### config.mk
export PLATFORM = sky130hd
export DESIGN_NAME = serial_adder
export DESIGN_NICKNAME = d
export VERILOG_FILES = /design/src/rtl/serial_adder.sv
export SDC_FILE = /design/constraint.sdc
export NUM_CORES = 1
export LEC_CHECK = 0
export CAP_MARGIN = 20
export CORE_MARGIN = 3
export CORE_UTILIZATION = 53
export CTS_BUF_LIST = sky130_fd_sc_hd__clkbuf_8
export CTS_CLUSTER_SIZE = 16
export DETAILED_ROUTE_END_ITERATION = 10
export GPL_ROUTABILITY_DRIVEN = 0
export HOLD_SLACK_MARGIN = 0.06
export PLACE_DENSITY = 0.81
export SLEW_MARGIN = 20
export SYNTH_ARGS = -nofsm -noshare
export SYNTH_HDL_FRONTEND = slang
export SYNTH_SLANG_ARGS = --single-unit
### constraint.sdc
create_clock -name clk -period 1.7 [get_ports clk]
set_clock_uncertainty 0.05 [all_clocks]
set_input_delay 0.51 -clock clk [delete_from_list [all_inputs] [get_ports clk]]
set_output_delay 0.51 -clock clk [all_outputs]
set_load 0.01 [all_outputs]
### src/rtl/serial_adder.sv
// serial_adder: bit-serial WIDTH-bit adder built around one full-adder cell
// and a carry flip-flop. Operands come in through a valid/ready handshake.
// The sum is formed one bit per clock, LSB first. The result {cout,sum}
// goes out through a second valid/ready handshake.

// full_adder: combinational one-bit full-adder cell.
module full_adder (
   input  logic a,
   input  logic b,
   input  logic ci,
   output logic s,
   output logic co
);

   assign s  = a ^ b ^ ci;
   assign co = (a & b) | (ci & (a ^ b));

endmodule

module serial_adder #(
   parameter int WIDTH = 8
) (
   input  logic             clk,
   input  logic             rst,
   input  logic             in_valid,
   output logic             in_ready,
   input  logic [WIDTH-1:0] a,
   input  logic [WIDTH-1:0] b,
   input  logic             cin,
   output logic             out_valid,
   input  logic             out_ready,
   output logic [WIDTH-1:0] sum,
   output logic             cout,
   output logic             busy
);

   // The bit counter only has to reach WIDTH-1. WIDTH >= 2 keeps this at least one bit wide.
   localparam int CW = $clog2(WIDTH);
   localparam logic [CW-1:0] LAST_BIT = CW'(WIDTH - 1);

   typedef enum logic [1:0] {
      IDLE = 2'd0,
      RUN  = 2'd1,
      DONE = 2'd2
   } state_t;

   state_t state, state_nxt;

   logic [WIDTH-1:0] a_sh;
   logic [WIDTH-1:0] b_sh;
   logic [WIDTH-1:0] s_sh;
   logic             carry;
   logic [CW-1:0]    cnt;

   logic             fa_s;
   logic             fa_co;
   logic [WIDTH-1:0] s_sh_nxt;
   logic             last_bit;

   // The single adder cell. Every result bit passes through it.
   full_adder u_fa (
      .a  (a_sh[0]),
      .b  (b_sh[0]),
      .ci (carry),
      .s  (fa_s),
      .co (fa_co)
   );

   // The new sum bit enters at the MSB. After WIDTH shifts the LSB has reached bit 0.
   assign s_sh_nxt = {fa_s, s_sh[WIDTH-1:1]};
   assign last_bit = (cnt == LAST_BIT);

   // Handshake and status flags depend on the state alone, so the input and output handshakes never share an edge.
   assign in_ready  = (state == IDLE);
   assign out_valid = (state == DONE);
   assign busy      = (state == RUN);

   // State register. Reset aborts any operation in progress and returns to IDLE.
   always_ff @(posedge clk or posedge rst) begin
      // NOTE: sequential state uses non-blocking (<=) so every register samples pre-edge values.
      if (rst) state <= IDLE;
      else     state <= state_nxt;
   end

   // Next-state logic.
   always_comb begin
      // NOTE: default assigned first so every path drives state_nxt and no latch is inferred.
      state_nxt = state;
      unique case (state)
         IDLE:    if (in_valid)  state_nxt = RUN;
         RUN:     if (last_bit)  state_nxt = DONE;
         DONE:    if (out_ready) state_nxt = IDLE;
         default:                state_nxt = IDLE;
      endcase
   end

   // Datapath: capture on accept, shift one bit per RUN cycle, latch the result on the last bit.
   always_ff @(posedge clk or posedge rst) begin
      // NOTE: every datapath register is cleared by reset, so sum/cout read 0 right after an abort.
      if (rst) begin
         a_sh  <= '0;
         b_sh  <= '0;
         s_sh  <= '0;
         carry <= 1'b0;
         cnt   <= '0;
         sum   <= '0;
         cout  <= 1'b0;
      end else begin
         unique case (state)
            IDLE: begin
               if (in_valid) begin
                  a_sh  <= a;
                  b_sh  <= b;
                  carry <= cin;
                  cnt   <= '0;
               end
            end
            RUN: begin
               a_sh  <= a_sh >> 1;
               b_sh  <= b_sh >> 1;
               s_sh  <= s_sh_nxt;
               carry <= fa_co;
               cnt   <= cnt + CW'(1);
               if (last_bit) begin
                  sum  <= s_sh_nxt;
                  cout <= fa_co;
               end
            end
            default: begin
               // DONE: the result stays on sum/cout until the consumer takes it.
            end
         endcase
      end
   end

endmodule
# [Word level (Yosys, flattened, before mapping)]
# Index checks and enable logic that the tools add are counted.
# Widths: inputs -> output; s select.
[totals] output_inout_bits=12 reg_bits=39 input_bits=21
[op_classes] n_bitwise=5 n_eq_ne=6 n_reduce_logical=5 muxes=12 addsub=1
[op_table] cell="$pmux 8 s2" count=2
[op_table] cell="$mux 8" count=2
[op_table] cell="$mux 2" count=3
[op_table] cell="$pmux 2 s3" count=1
[op_table] cell="$pmux 3 s2" count=1
[op_table] cell="$ne 2x1->1 const B" count=2
[op_table] cell="$reduce_and 2->1" count=2
[op_table] cell="$add 3x1->3 const B" count=1
[op_table] cell="$eq 3x3->1 const B" count=1
[op_table] cell="$mux 3" count=1
[op_table] cell="$reduce_and 3->1" count=1
[op_table] cell="$and 1x1->1" count=2
[op_table] cell="$eq 2x1->1 const B" count=1
[op_table] cell="$eq 2x2->1 const B" count=1
[op_table] cell="$logic_not 2->1" count=1
[op_table] cell="$ne 2x2->1 const B" count=1
[op_table] cell="$pmux 1 s2" count=1
[op_table] cell="$reduce_bool 2->1" count=1
[op_table] cell="$xor 1x1->1" count=2
[op_table] cell="$mux 1" count=1
[op_table] cell="$or 1x1->1" count=1

# [Longest topological paths before layout]
[logic_depth] ltp_word=4 depth_mapped=5

# [Modules after synthesis]
# A second synthesis with hierarchy kept.
[hier_totals] hier_cells=153 area_unflattened_um2=1715.4
[by_module_without_submodules] mod="serial_adder" instances=1 cells_each=152 seq_area_each_um2=950.9 area_each_um2=1695.4
[by_module_without_submodules] mod="full_adder" instances=1 cells_each=1 seq_area_each_um2=0.0 area_each_um2=20.0

# [Least setup slack after synthesis]
# OpenSTA, ideal clock, no wires.
[synth_path] kind="register -> register" start="register cnt[0]" end="register cout" path_stages_with_launch=6 n_path_buf=1 arrival_time_ps=1350 slack_ps=175 path_cell_list="dfrtp_1 > ha_1 > ha_1 > nand3b_1 > buf_2 > mux2_2"
[synth_between] elab_chain_cells=2
[synth_rtl] element="from (decl)" line="53" rtl="logic [CW-1:0] cnt;"
[synth_rtl] element="from (signal assigned)" line="123" rtl="cnt <= cnt + CW'(1);"
[synth_rtl] element="$eq 3x3->1" line="71" rtl="assign last_bit = (cnt == LAST_BIT);"
[synth_rtl] element="$reduce_and 2->1 (no source line)"
[synth_rtl] element="to (signal assigned)" line="126" rtl="cout <= fa_co;"
[synth_rtl] element="to (decl)" line="33" rtl="output logic cout,"
# Every way passes these cells.
# A chain may end at the register's enable or synchronous reset.

# [Final worst setup path]
[layout_path] start="register state[1]" end="output port busy"
[layout_between] elab_chain_cells=1
[layout_rtl] element="from (decl)" line="47" rtl="state_t state, state_nxt;"
[layout_rtl] element="from (signal assigned)" line="82" rtl="else state <= state_nxt;"
[layout_rtl] element="$eq 2x1->1" line="76" rtl="assign busy = (state == RUN);"
[layout_rtl] element="to (decl)" line="34" rtl="output logic busy"
# Every way passes these cells.

==> flow_summary_export.csv <==
group,metric,value,unit
status,status,"finished clean",
floorplanning,dieHeight,63.6,µm
sta,unrepaired_setup_endpoints_after_global_routing,"yes",
critical_path,setup.worst_path.end_class,"output pin",
placement,portBuffers,32,
synth,synth_top_cell_by_area,"dfrtp_1",
critical_path,critPathSlowestCell,"dfrtp_2",
critical_path,worstSetupPathType,"reg2out",
clocking,tritoncts.num_buffers,5,
drt,route.antenna.remaining_nets,0,
floorplanning,design.core.area,3100,µm²
floorplanning,rows,20,
critical_path,cp_cell_sequence,"nand2b_4 -> inv_2 -> buf_6",
cells_and_area,antenna_cells,0,
cells_and_area,final_core_utilization,76.2,%
global_routing,gr-total-overflow,0,
synth,syn_area_per_cell,12.6,µm²
sta,post-route-min-period,1.66,ns
critical_path,timing.rr.end,"sum[7]",
synth,synth.top_cells.by_count,"dfrtp_1 (38), mux2_2 (16), inv_1 (15), nor3b_1 (12)",
global_routing,grt_max_degree,39,
synth,synth_top_area_share,54.0,%
synth,synthDistinctLibCells,29,
job,cap_violations,0,
synth,post_synth_inst_count,140,
clocking,hold_buffers,0,
clocking,clock_sink_count,38,
clocking,clk-insertion-delay-late,0.29,ns
synth,post_synth_edffs,0,
hold_path,worst_hold_path_type,"reg2reg",
synth,ys.flop_type,"dfrtp_1",
placement,post-dp-hpwl,2640,µm
critical_path,r2r_slack,0.06,ns
cells_and_area,final_cells,229,
clocking,ctsRootBufferMaster,"clkbuf_8",
global_routing,wire_length_of_the_first_global_routing_pass,6560,µm
floorplanning,dieArea,4050,µm²
drt,drt_iter0_markers,51,
critical_path,setup.worst_path.start,"state[1]",
sta,setup-tns-final,0,ns
drt,finalWirelength,3760,µm
power_and_ir_drop,irDropWorstVdd,1.14,mV
critical_path,cp.arrival,1.10,ns
power_and_ir_drop,power.density,1800,nW/µm²
synth,synth_sequential_area_ratio,54.0,%
cells_and_area,finish.net_count,208,
drt,average_routed_wire_per_standard_cell,16.4,µm
synth,yosysMostFrequentCell,"dfrtp_1",
drt,route.detailed.vias_per_inst,5.53,
critical_path,crit_path_max_incr_delay,0.48,ns
clocking,clockBufferDepth,2,
synth,yosysWarningCount,0,
critical_path,cp-endpoint,"busy",
global_routing,antenna_found_initial,0,
sta,report.final.slew_viol_count,0,
critical_path,crit_fanout,6,
placement,post-place-ws,-0.187,ns
synth,synth_area,1760,µm²
drt,drcViolationCount,0,
floorplanning,starting_density_of_the_core,56.7,%
drt,route.vias.total,1266,
sta,final-setup-viol-count,0,
floorplanning,die_w,63.6,µm
synth,syn_nets,164,
global_routing,grt_usage,21.3,%
critical_path,critical_path_required,1.14,ns
sta,max_slew_margin,78.9,%
sta,final.hold.worst_slack,0.454,ns
sta,slew_at_the_pin_with_the_worst_max_slew_slack,0.312,ns
critical_path,setup.worst_path.start_class,"flip-flop",
sta,finalWorstSetupSlack,0.0426,ns
global_routing,vias_in_the_first_global_route,1383,
clocking,htree_num_levels,2,
floorplanning,floorplan.io_pins,33,
power_and_ir_drop,p_leak,1.07,nW
synth,synth-seq-cells,38,
critical_path,worst_reg2reg_startpoint,"cnt[0]",
clocking,cts_tree,"done",
cells_and_area,area_delta_synth_final,34.3,%
drt,dr.pass1.iters,4,
sta,period_share,97.5,%
sta,clock.fmax,603,MHz
critical_path,r2r.worst_path.cells,5,
synth,async_reset_ff_share,100,%
synth,yosys-top-cells-area,"dfrtp_1 (54%), mux2_2 (10%), nor3b_1 (5.1%)",
cells_and_area,post_route_cells_drive_above_1_share,28.1,%
sta,hold_viol,0,
placement,post-place-cells,218,
clocking,clk_pin_slew,0.08,ns
==> registers in the layout, indices dropped and copies added, names as in the netlist <==
register	flops
cout	1
carry	1
s_sh	7
cnt	3
b_sh	8
a_sh	8
sum	8
state	2
==> per-layer routing <==
layer / global-route usage, % / routed length [µm] / vias to the layer above
li1: - / - / 599
met1: 25.1 / 1540 / 623
met2: 36.6 / 1970 / 35
met3: 6.60 / 192 / 9
met4: 7.28 / 58 / 0
met5: 0 / 0 / -
==> layout make-up <==
cell class / count / area, µm²
multi-input combinational: 76 / 711
fill: 232 / 739
sequential: 38 / 952
clock inverter: 3 / 68.8
timing repair buffer: 48 / 452
clock buffer: 5 / 68.8
inverter: 15 / 56.3
tap: 44 / 55.1
==> worst min-delay path by stage <==
stage / cells after the start / end / slack (ns) / start
after floorplan: 1 / cnt[0] / 0.41 / cnt[0]
after global placement: 1 / cnt[0] / 0.42 / cnt[0]
after detailed placement: 1 / cnt[0] / 0.44 / cnt[0]
after CTS: 1 / sum[3] / 0.46 / sum[3]
after global routing: 1 / sum[3] / 0.47 / sum[3]
final: 1 / sum[2] / 0.45 / sum[2]
==> cell usage in the layout, fill, tap and decap left out, drive strengths merged, types with 3 or more instances in the layout <==
| master | count |
|---|---|
| dfrtp | 38 |
| nor4b | 8 |
| clkdlybuf4s50 | 20 |
| or4b | 3 |
| clkbuf | 5 |
| inv | 15 |
| a211oi | 8 |
| nor2b | 4 |
| o221a | 3 |
| buf | 19 |
| mux2 | 16 |
| dlygate4sd2 | 9 |
| nor3b | 12 |
==> critical path: cells and delay by family (launching register included) <==
family	cells	cell delay [ns]
and+or+nand+nor	1	0.17
DFF	1	0.48
buffers and inverters	2	0.15
==> power breakdown <==
part / internal (mW) / total, mW / switching (mW)
clock network: 0.588 / 0.919 / 0.332
registers: 1.35 / 1.62 / 0.270
logic: 0.961 / 1.73 / 0.766
total: 2.90 / 4.26 / 1.37
==> stage by stage <==
stage	cell area, µm²	power [mW]
2_1_floorplan	1760	2.66
3_3_place_gp	2200	3.23
3_5_place_dp	2200	3.36
4_1_cts	2350	4.26
5_1_grt	2360	4.56
6_report	2360	4.26
==> kinds of logic after synthesis <==
kind of cell	share of synthesized area (%)
buffers and inverters	6.75
DFF	54.0
AOI/OAI and AO/OA	11.0
adders and majority gates	2.56
muxes	10.8
and+or+nand+nor	14.9
==> what timing repair did <==
action,4_1_cts,5_1_grt
setup buffers,3,0
pin swaps,1,1
resized for setup,23,6
hold endpoints to repair,0,0
gates cloned,0,0
setup endpoints to repair,12,3
No activity file was read; power rests on OpenSTA's default activity.
